## config.mk

```make
export PLATFORM = sky130hd
export DESIGN_NAME = xif_offload_initiator
export DESIGN_NICKNAME = d
export VERILOG_FILES = /design/src/rtl/xif_offload_pkg.sv /design/src/rtl/xif_offload_initiator.sv
export SDC_FILE = /design/constraint.sdc
export NUM_CORES = 1
export LEC_CHECK = 0
export BUFFER_PORTS_ARGS = -buffer_cell sky130_fd_sc_hd__buf_2
export CORE_MARGIN = 4
export CORE_UTILIZATION = 36
export DETAILED_ROUTE_END_ITERATION = 8
export GPL_TIMING_DRIVEN = 0
export PLACE_DENSITY = 0.66
export SLEW_MARGIN = 20
export SYNTH_ARGS = -nofsm -noshare
export SYNTH_HDL_FRONTEND = slang
export SYNTH_SLANG_ARGS = --single-unit
export TNS_END_PERCENT = 20
```

## constraint.sdc

```tcl
create_clock -name clk_i -period 2.51 [get_ports clk_i]
set_input_delay 0.1255 -clock clk_i [delete_from_list [all_inputs] [get_ports clk_i]]
set_output_delay 0.1255 -clock clk_i [all_outputs]
set_load 0.02 [all_outputs]
```

## src/rtl/xif_offload_pkg.sv

```systemverilog
// Shared types and default widths for the CV-X-IF offload initiator.
package xif_offload_pkg;

   localparam int unsigned XIF_ID_WIDTH       = 4;
   localparam int unsigned XIF_RFR_WIDTH      = 32;
   localparam int unsigned XIF_TIMEOUT_CYCLES = 1024;

   typedef enum logic [2:0] {
      IDLE,
      ISSUE,
      COMMIT,
      WAIT_RES,
      RESP
   } state_e;

   // Response data is held at the package width. A wider X_RFR_WIDTH needs
   // XIF_RFR_WIDTH raised to match.
   typedef struct packed {
      logic                     accepted;
      logic [XIF_RFR_WIDTH-1:0] data;
      logic                     we;
      logic                     exc;
      logic                     timeout;
   } rsp_t;

endpackage

```

## src/rtl/xif_offload_initiator.sv

```systemverilog
// Core-side CV-X-IF issuer: one request -> issue -> commit -> result -> one response.
// Optional result watchdog enabled by defining XIF_INIT_TIMEOUT_EN.
module xif_offload_initiator
   import xif_offload_pkg::*;
#(
   parameter int unsigned X_ID_WIDTH     = XIF_ID_WIDTH,
   parameter int unsigned X_RFR_WIDTH    = XIF_RFR_WIDTH,
   parameter int unsigned TIMEOUT_CYCLES = XIF_TIMEOUT_CYCLES
) (
   input  logic                   clk_i,
   input  logic                   rst_ni,
   input  logic                   req_valid_i,
   output logic                   req_ready_o,
   input  logic [31:0]            req_instr_i,
   input  logic [X_RFR_WIDTH-1:0] req_rs0_i,
   input  logic [X_RFR_WIDTH-1:0] req_rs1_i,
   output logic                   rsp_valid_o,
   input  logic                   rsp_ready_i,
   output logic                   rsp_accepted_o,
   output logic [X_RFR_WIDTH-1:0] rsp_data_o,
   output logic                   rsp_we_o,
   output logic                   rsp_exc_o,
   output logic                   rsp_timeout_o,
   output logic                   x_issue_valid_o,
   input  logic                   x_issue_ready_i,
   output logic [31:0]            x_issue_instr_o,
   output logic [X_ID_WIDTH-1:0]  x_issue_id_o,
   output logic [X_RFR_WIDTH-1:0] x_issue_rs0_o,
   output logic [X_RFR_WIDTH-1:0] x_issue_rs1_o,
   output logic [1:0]             x_issue_rs_valid_o,
   input  logic                   x_issue_accept_i,
   input  logic                   x_issue_writeback_i,
   output logic                   x_commit_valid_o,
   output logic [X_ID_WIDTH-1:0]  x_commit_id_o,
   output logic                   x_commit_kill_o,
   input  logic                   x_result_valid_i,
   output logic                   x_result_ready_o,
   input  logic [X_ID_WIDTH-1:0]  x_result_id_i,
   input  logic [X_RFR_WIDTH-1:0] x_result_data_i,
   input  logic                   x_result_we_i,
   input  logic                   x_result_exc_i
);

   if (TIMEOUT_CYCLES < 1) begin : g_cfg_err
      $error("TIMEOUT_CYCLES must be at least 1");
   end

   state_e                 state_q, state_d;
   logic [31:0]            instr_q, instr_d;
   logic [X_RFR_WIDTH-1:0] rs0_q, rs0_d, rs1_q, rs1_d;
   logic [X_ID_WIDTH-1:0]  id_q, id_d;
   logic                   acc_q, acc_d, wb_q, wb_d;
   logic                   rdy_q;
   rsp_t                   rsp_q, rsp_d;

`ifdef XIF_INIT_TIMEOUT_EN
   localparam int unsigned TMO_W = $clog2(TIMEOUT_CYCLES + 1);
   logic [TMO_W-1:0] tmo_q, tmo_d;
`endif

   // Next-state, datapath capture and handshake outputs.
   always_comb begin
      state_d          = state_q;
      instr_d          = instr_q;
      rs0_d            = rs0_q;
      rs1_d            = rs1_q;
      id_d             = id_q;
      acc_d            = acc_q;
      wb_d             = wb_q;
      rsp_d            = rsp_q;
      x_issue_valid_o  = 1'b0;
      x_commit_valid_o = 1'b0;
      x_commit_kill_o  = 1'b0;
      x_result_ready_o = 1'b0;
      rsp_valid_o      = 1'b0;
`ifdef XIF_INIT_TIMEOUT_EN
      tmo_d            = '0;
`endif
      unique case (state_q)
         IDLE: begin
            if (req_valid_i && rdy_q) begin
               instr_d = req_instr_i;
               rs0_d   = req_rs0_i;
               rs1_d   = req_rs1_i;
               state_d = ISSUE;
            end
         end
         ISSUE: begin
            x_issue_valid_o = 1'b1;
            if (x_issue_ready_i) begin
               acc_d   = x_issue_accept_i;
               wb_d    = x_issue_writeback_i;
               state_d = COMMIT;
            end
         end
         COMMIT: begin
            x_commit_valid_o = 1'b1;
            x_commit_kill_o  = ~acc_q;
            if (acc_q) begin
               state_d = WAIT_RES;
            end else begin
               rsp_d   = '0;
               state_d = RESP;
            end
         end
         WAIT_RES: begin
            x_result_ready_o = 1'b1;
`ifdef XIF_INIT_TIMEOUT_EN
            tmo_d = tmo_q + TMO_W'(1);
`endif
            // Results with a foreign id are consumed and dropped.
            if (x_result_valid_i && (x_result_id_i == id_q)) begin
               rsp_d.accepted = 1'b1;
               rsp_d.data     = XIF_RFR_WIDTH'(x_result_data_i);
               // Writeback only reported when the issue response promised one.
               rsp_d.we       = x_result_we_i & wb_q;
               rsp_d.exc      = x_result_exc_i;
               rsp_d.timeout  = 1'b0;
               state_d        = RESP;
            end
`ifdef XIF_INIT_TIMEOUT_EN
            else if (tmo_q == TMO_W'(TIMEOUT_CYCLES - 1)) begin
               rsp_d          = '0;
               rsp_d.accepted = 1'b1;
               rsp_d.timeout  = 1'b1;
               state_d        = RESP;
            end
`endif
         end
         RESP: begin
            rsp_valid_o = 1'b1;
            if (rsp_ready_i) begin
               id_d    = id_q + X_ID_WIDTH'(1);
               state_d = IDLE;
            end
         end
         default: state_d = IDLE;
      endcase
   end

   // State and datapath registers; req_ready is registered so it is low in reset.
   always_ff @(posedge clk_i or negedge rst_ni) begin
      if (!rst_ni) begin
         state_q <= IDLE;
         instr_q <= '0;
         rs0_q   <= '0;
         rs1_q   <= '0;
         id_q    <= '0;
         acc_q   <= 1'b0;
         wb_q    <= 1'b0;
         rsp_q   <= '0;
         rdy_q   <= 1'b0;
      end else begin
         state_q <= state_d;
         instr_q <= instr_d;
         rs0_q   <= rs0_d;
         rs1_q   <= rs1_d;
         id_q    <= id_d;
         acc_q   <= acc_d;
         wb_q    <= wb_d;
         rsp_q   <= rsp_d;
         rdy_q   <= (state_d == IDLE);
      end
   end

`ifdef XIF_INIT_TIMEOUT_EN
   // Watchdog counter, cleared whenever the FSM is outside WAIT_RES.
   always_ff @(posedge clk_i or negedge rst_ni) begin
      if (!rst_ni) tmo_q <= '0;
      else         tmo_q <= tmo_d;
   end
   assign rsp_timeout_o = rsp_q.timeout;
`else
   assign rsp_timeout_o = 1'b0;
`endif

   assign req_ready_o        = rdy_q;
   assign x_issue_instr_o    = instr_q;
   assign x_issue_id_o       = id_q;
   assign x_issue_rs0_o      = rs0_q;
   assign x_issue_rs1_o      = rs1_q;
   assign x_issue_rs_valid_o = x_issue_valid_o ? 2'b11 : 2'b00;
   assign x_commit_id_o      = id_q;
   assign rsp_accepted_o     = rsp_q.accepted;
   assign rsp_data_o         = X_RFR_WIDTH'(rsp_q.data);
   assign rsp_we_o           = rsp_q.we;
   assign rsp_exc_o          = rsp_q.exc;

endmodule

```

-- Word-level counts from Yosys, hierarchy flattened
Index checks and enable logic that the tools add are counted.
- add/sub/neg operators: 1
- bitwise logic cells: 2
- reductions and logical operators: 9
- muxes and demuxes: 15
- equality and inequality tests: 7
- operators by type and width (cell ; count):
    two-way mux 36 bit ; 2
    one-hot mux 36 bit (2 select lines) ; 1
    two-way mux 3 bit ; 5
    one-hot mux 3 bit (5 select lines) ; 1
    == test 3 x 2 -> 1 bit (second input constant) ; 2
    logical NOT 3 bit ; 2
    AND reduction 2 bit ; 3
    two-way mux 1 bit ; 5
    adder 4 x 1 -> 4 bit (second input constant) ; 1
    == test 4 bit ; 1
    != test 2 bit (second input constant) ; 2
    == test 3 x 1 -> 1 bit (second input constant) ; 1
    == test 3 bit (second input constant) ; 1
    AND reduction 3 bit ; 1
    logical AND 1 bit ; 2
    two-way mux 2 bit ; 1
    nonzero test 2 bit ; 1
    AND 1 bit ; 1
    inverter 1 bit ; 1
- output and inout bits: 148
- register bits: 141
- input port bits: 142
- word-level logic and storage cells: 46

-- Longest topological paths before layout
- depth in word-level cells: 5
- mapped depth: 7
- depth with buffers taken out: 4

-- Worst setup path after synthesis
No wires, ideal clock.
- path kind: register -> register
- start point: reg state_q[1]
- end point: reg id_q[1], in the netlist x_commit_id_o[1]
- setup time: 125 ps
- data arrival time: 1682 ps
- required time: 2385 ps
- cell stages (with the launch flop): 5
- period minus slack after synthesis: 1807 ps
- path slack: 703 ps
- path buffers: 1
- path through: dfrtp_1 -> buf_2 -> nor3b_1 -> and2_1 -> mux2_2
- word-level cells in the longest chain between the ends: 2
- RTL lines (item ; line ; RTL):
    start: declaration ; xif_offload_initiator.sv:48 ; state_e state_q, state_d;
    start signal: assignment ; xif_offload_initiator.sv:154 ; state_q <= state_d;
    == test 3 bit ; xif_offload_initiator.sv:79 ; unique case (state_q)
    AND reduction 2 bit (no source line) ; n/a ;
    end signal: assignment ; xif_offload_initiator.sv:158 ; id_q <= id_d;
    end: declaration ; xif_offload_initiator.sv:51 ; logic [X_ID_WIDTH-1:0] id_q, id_d;
No other way between the ends.
A chain may end at the register's enable or synchronous reset.

-- Final worst setup path
- start point: reg state_q[0]
- end point: out x_commit_kill_o
- word-level cells in the longest chain between the ends: 2
- RTL lines (item ; line ; RTL):
    == test 3 x 2 -> 1 bit ; xif_offload_initiator.sv:79 ;
    two-way mux 1 bit ; xif_offload_initiator.sv:79 ;
    end: declaration ; xif_offload_initiator.sv:35 ; output logic x_commit_kill_o,
No other way between the ends.

==> summary.md <==
| Metric | Value |
|---|---|
| Sequential share of the synthesized area | approximately 62% |
| R2R Path End | x_issue_rs0_o[4] |
| R2R cell count | 5 |
| Wirelength per Cell | 16.8 microns |
| Vias | between 4,000 and 5,000 |
| Nets | between 900 and 1,000 |
| Status | finished, final reports clean |
| Fin crit period | 2.22 ns |
| Clk root buf | clkbuf_16 |
| Leakage | 5.02 nW |
| 1st-pass router iterations | 4 |
| Slew Limit Fails | 0 |
| Min-Delay Startpoint | rsp_ready_i |
| Post-route antenna net violation count | 0 |
| Internal reg-to-reg setup slack | approximately 0.44 ns |
| Vias in the first global route | about 5,400 |
| Worst EP required | around 2.4 ns |
| Initial antenna violation count | 0 |
| Vias per cell | ~4.5 |
| VDD IR max | between 0.4 and 0.5 mV |
| Global-route wire length before repair | 29.0 mm |
| Core box area | about 15,000 sq um |
| Slew @ Worst Pin | roughly 0.56 ns |
| Crit end category | primary output |
| Synthesized area | about 5700 sq um |
| # Max-Cap Violations | 0 |
| # port buffers | around 290 |
| Pwr dens | about 1200 nW/um^2 |
| CP Launch Type | flop |
| Cell Rows | 45 |
| Clock buffer depth | 2 |
| Worst setup path startpoint | state_q[0] |
| Starting Density | 37.1% |
| Post CTS Setup Buffer Count | 0 |
| HPWL Detailed | 11.8 mm |
| CTS buffer count | 17 |
| Slew HR | ~62% |
| Layout cells sized above 1 | 47.6% |
| Grt total ovfl | 0 |
| Worst EP arrival | roughly 2.1 ns |
| Fill count | about 1,100 |
| Hold Path Depth | 3 |
| Largest net degree at the start of global routing | between 80 and 90 |
| Synth Register Bits | 141 |
| Clk_skew | about 0.007 ns |
| Hold Path End | x_commit_id_o[0] |
| RSZ-0062 raised after global routing | false |
| Synth warnings | 0 |
| Height of the die | between 100 and 150 microns |
| Cell count after synthesis | 412 |
| Final Wtd Congestion | just over 0.8 |
| Clock Sinks | ~140 |
| Area Growth Syn to Fin | 64.9% |
| TritonCTS clock tree | yes |
| # diodes | 0 |
| Chip width | 134 microns |
| Fmax achieved | roughly 450 MHz |
| RR Startpoint | state_q[1] |
| Gr usage total | 20.6% |
| Post-Route Setup TNS | 0 ns |
| CP Class | reg2out |
| Io pins | 290 |
| Worst-skew pair later-pin latency | around 0.42 ns |
| Die ar. | 17,800 sq um |
| CTS clk-pin slew, worst paths | around 0.060 ns |
| Overall routed net length | between 15 and 20 mm |
| Number of DRC markers in iteration 0 | 179 |
| Setup Viol. Count Final | 0 |
| H-tree depth | 4 |
| Post-Place Cells | 912 |
| Final worst path period share | between 80% and 90% |
| Unique cell type count in the Yosys netlist | 26 |
| Cell Count, Final, Fillers Out | ~1,100 |
| Avg Inst Size Synth | about 14 sq um |
| Hold crit path type | in2reg |
| Syn nets | 555 |
| Max Fanout on Critical Path | 10 |
| Final hold vios | 0 |
| DRC Markers | 0 |
[layout make-up]
type	instances	area [sq um]	share of cell area, %
buffer	26	164	1.75
clock buffer	21	460	4.92
clock inverter	10	139	1.48
inverter	34	128	1.36
multi-input combinational	211	1860	19.8
sequential	141	3530	37.7
tap	211	264	2.82
timing repair buffer	423	2820	30.1
[cell families after synthesis]
| family | count (synthesis) | synth area share (%) |
|---|---|---|
| AOI/OAI and AO/OA | 8 | 0.859 |
| buffers and inverters | 60 | 5.13 |
| xor gates and xnor gates | 7 | 1.08 |
| adders and majority gates | 1 | 0.220 |
| muxes | 133 | 25.6 |
| DFF | 141 | 62.1 |
| other | 1 | 0.0660 |
| and+or+nand+nor | 61 | 4.87 |
[report_power, final]
part / leakage, nW / switching [W] / internal, W
logic: 2.99 / 0.00301 / 0.00208
clock network: 0.293 / 0.000940 / 0.00161
registers: 1.74 / 0.000639 / 0.00341
total: 5.02 / 0.00459 / 0.00710
[cells in the final DEF, fill, tap and decap left out, types with 5 or more instances in the layout]
| cell | n |
|---|---|
| nor2_1 | 5 |
| mux2_1 | 29 |
| dlygate4sd3_1 | 134 |
| clkbuf_1 | 5 |
| buf_2 | 295 |
| inv_1 | 34 |
| buf_4 | 15 |
| mux2i_1 | 34 |
| dfrtp_1 | 141 |
| mux2_2 | 70 |
| nand2_1 | 43 |
| clkbuf_16 | 17 |
[per-stage QoR]
| stage | setup slack, ns | total power, W | hold slack [ns] | instance area [sq um] | utilization [%] |
|---|---|---|---|---|---|
| after floorplan | 0.703 | 0.00706 | -0.170 | 5680 | - |
| after global placement | -0.528 | 0.00878 | 0.344 | 7380 | 48.2 |
| after detailed placement | 0.356 | 0.00896 | 0.0741 | 7420 | 48.5 |
| after CTS | 0.268 | 0.0117 | 0.116 | 9360 | 61.1 |
| after global routing | 0.135 | 0.0123 | 0.168 | 9360 | 61.1 |
| final | 0.289 | 0.0117 | 0.129 | 9360 | 61.1 |
[worst max-delay path, stage by stage (launching register included)]
cell and delay [ns]:
dfrtp_1 0.43, buf_2 0.22, nor2_1 0.09, nand2_1 0.29, clkbuf_1 0.38, inv_1 0.09
buf_2 0.17
[worst max path at each step]
stage	endpoint	slack (ns)
2_1_floorplan	x_commit_id_o[1]	0.70
3_3_place_gp	x_commit_id_o[1]	-0.53
3_5_place_dp	x_issue_rs0_o[3]	0.36
4_1_cts	x_commit_kill_o	0.27
5_1_grt	x_commit_kill_o	0.14
6_report	x_commit_kill_o	0.29
[Yosys cell counts]
library cell  count  share of area (%)
dfrtp_1         141                 62
mux2_2           70                 14
nand2_1          43                2.8
inv_1            34                2.2
mux2i_1          34                6.0
mux2_1           29                5.8
buf_4            15                2.0
buf_2             8               0.71
nor2_1            5               0.33
xnor2_1           4               0.62
and2_1            3               0.33
and3_1            3               0.33
clkbuf_1          3               0.20
o21ai_0           3               0.26
xor2_1            3               0.46
a21oi_1           2               0.18
nand2b_1          2               0.22
o31ai_1           2               0.26
conb_1            1              0.066
ha_1              1               0.22
nand3_1           1              0.088
nand4_1           1               0.11
nor2b_1           1               0.11
nor3b_1           1               0.13
nor4_4            1               0.37
o22a_1            1               0.15
[layer usage]
layer | routed length, microns | up-vias | GRT usage [%]
met1 | 6920 | 2380 | 23.0
li1 | - | 2250 | -
met2 | 9540 | 199 | 37.6
met5 | 0 | - | 0
met3 | 1230 | 27 | 5.89
met4 | 391 | 0 | 7.03
[flip-flops by register name, indices dropped and copies added (netlist names)]
register         cells
x_commit_id_o        4
rsp_we_o             1
rsp_data_o          32
acc_q                1
req_ready_o          1
rsp_accepted_o       1
state_q              3
x_issue_rs1_o       32
x_issue_rs0_o       32
x_issue_instr_o     32
wb_q                 1
rsp_exc_o            1
[timing repair]
action | in CTS | in global routing
resized for setup | 0 | 0
hold buffers | 134 | 0
endpoints found under the hold margin | 188 | 0
(Power assumes the default switching activity.)
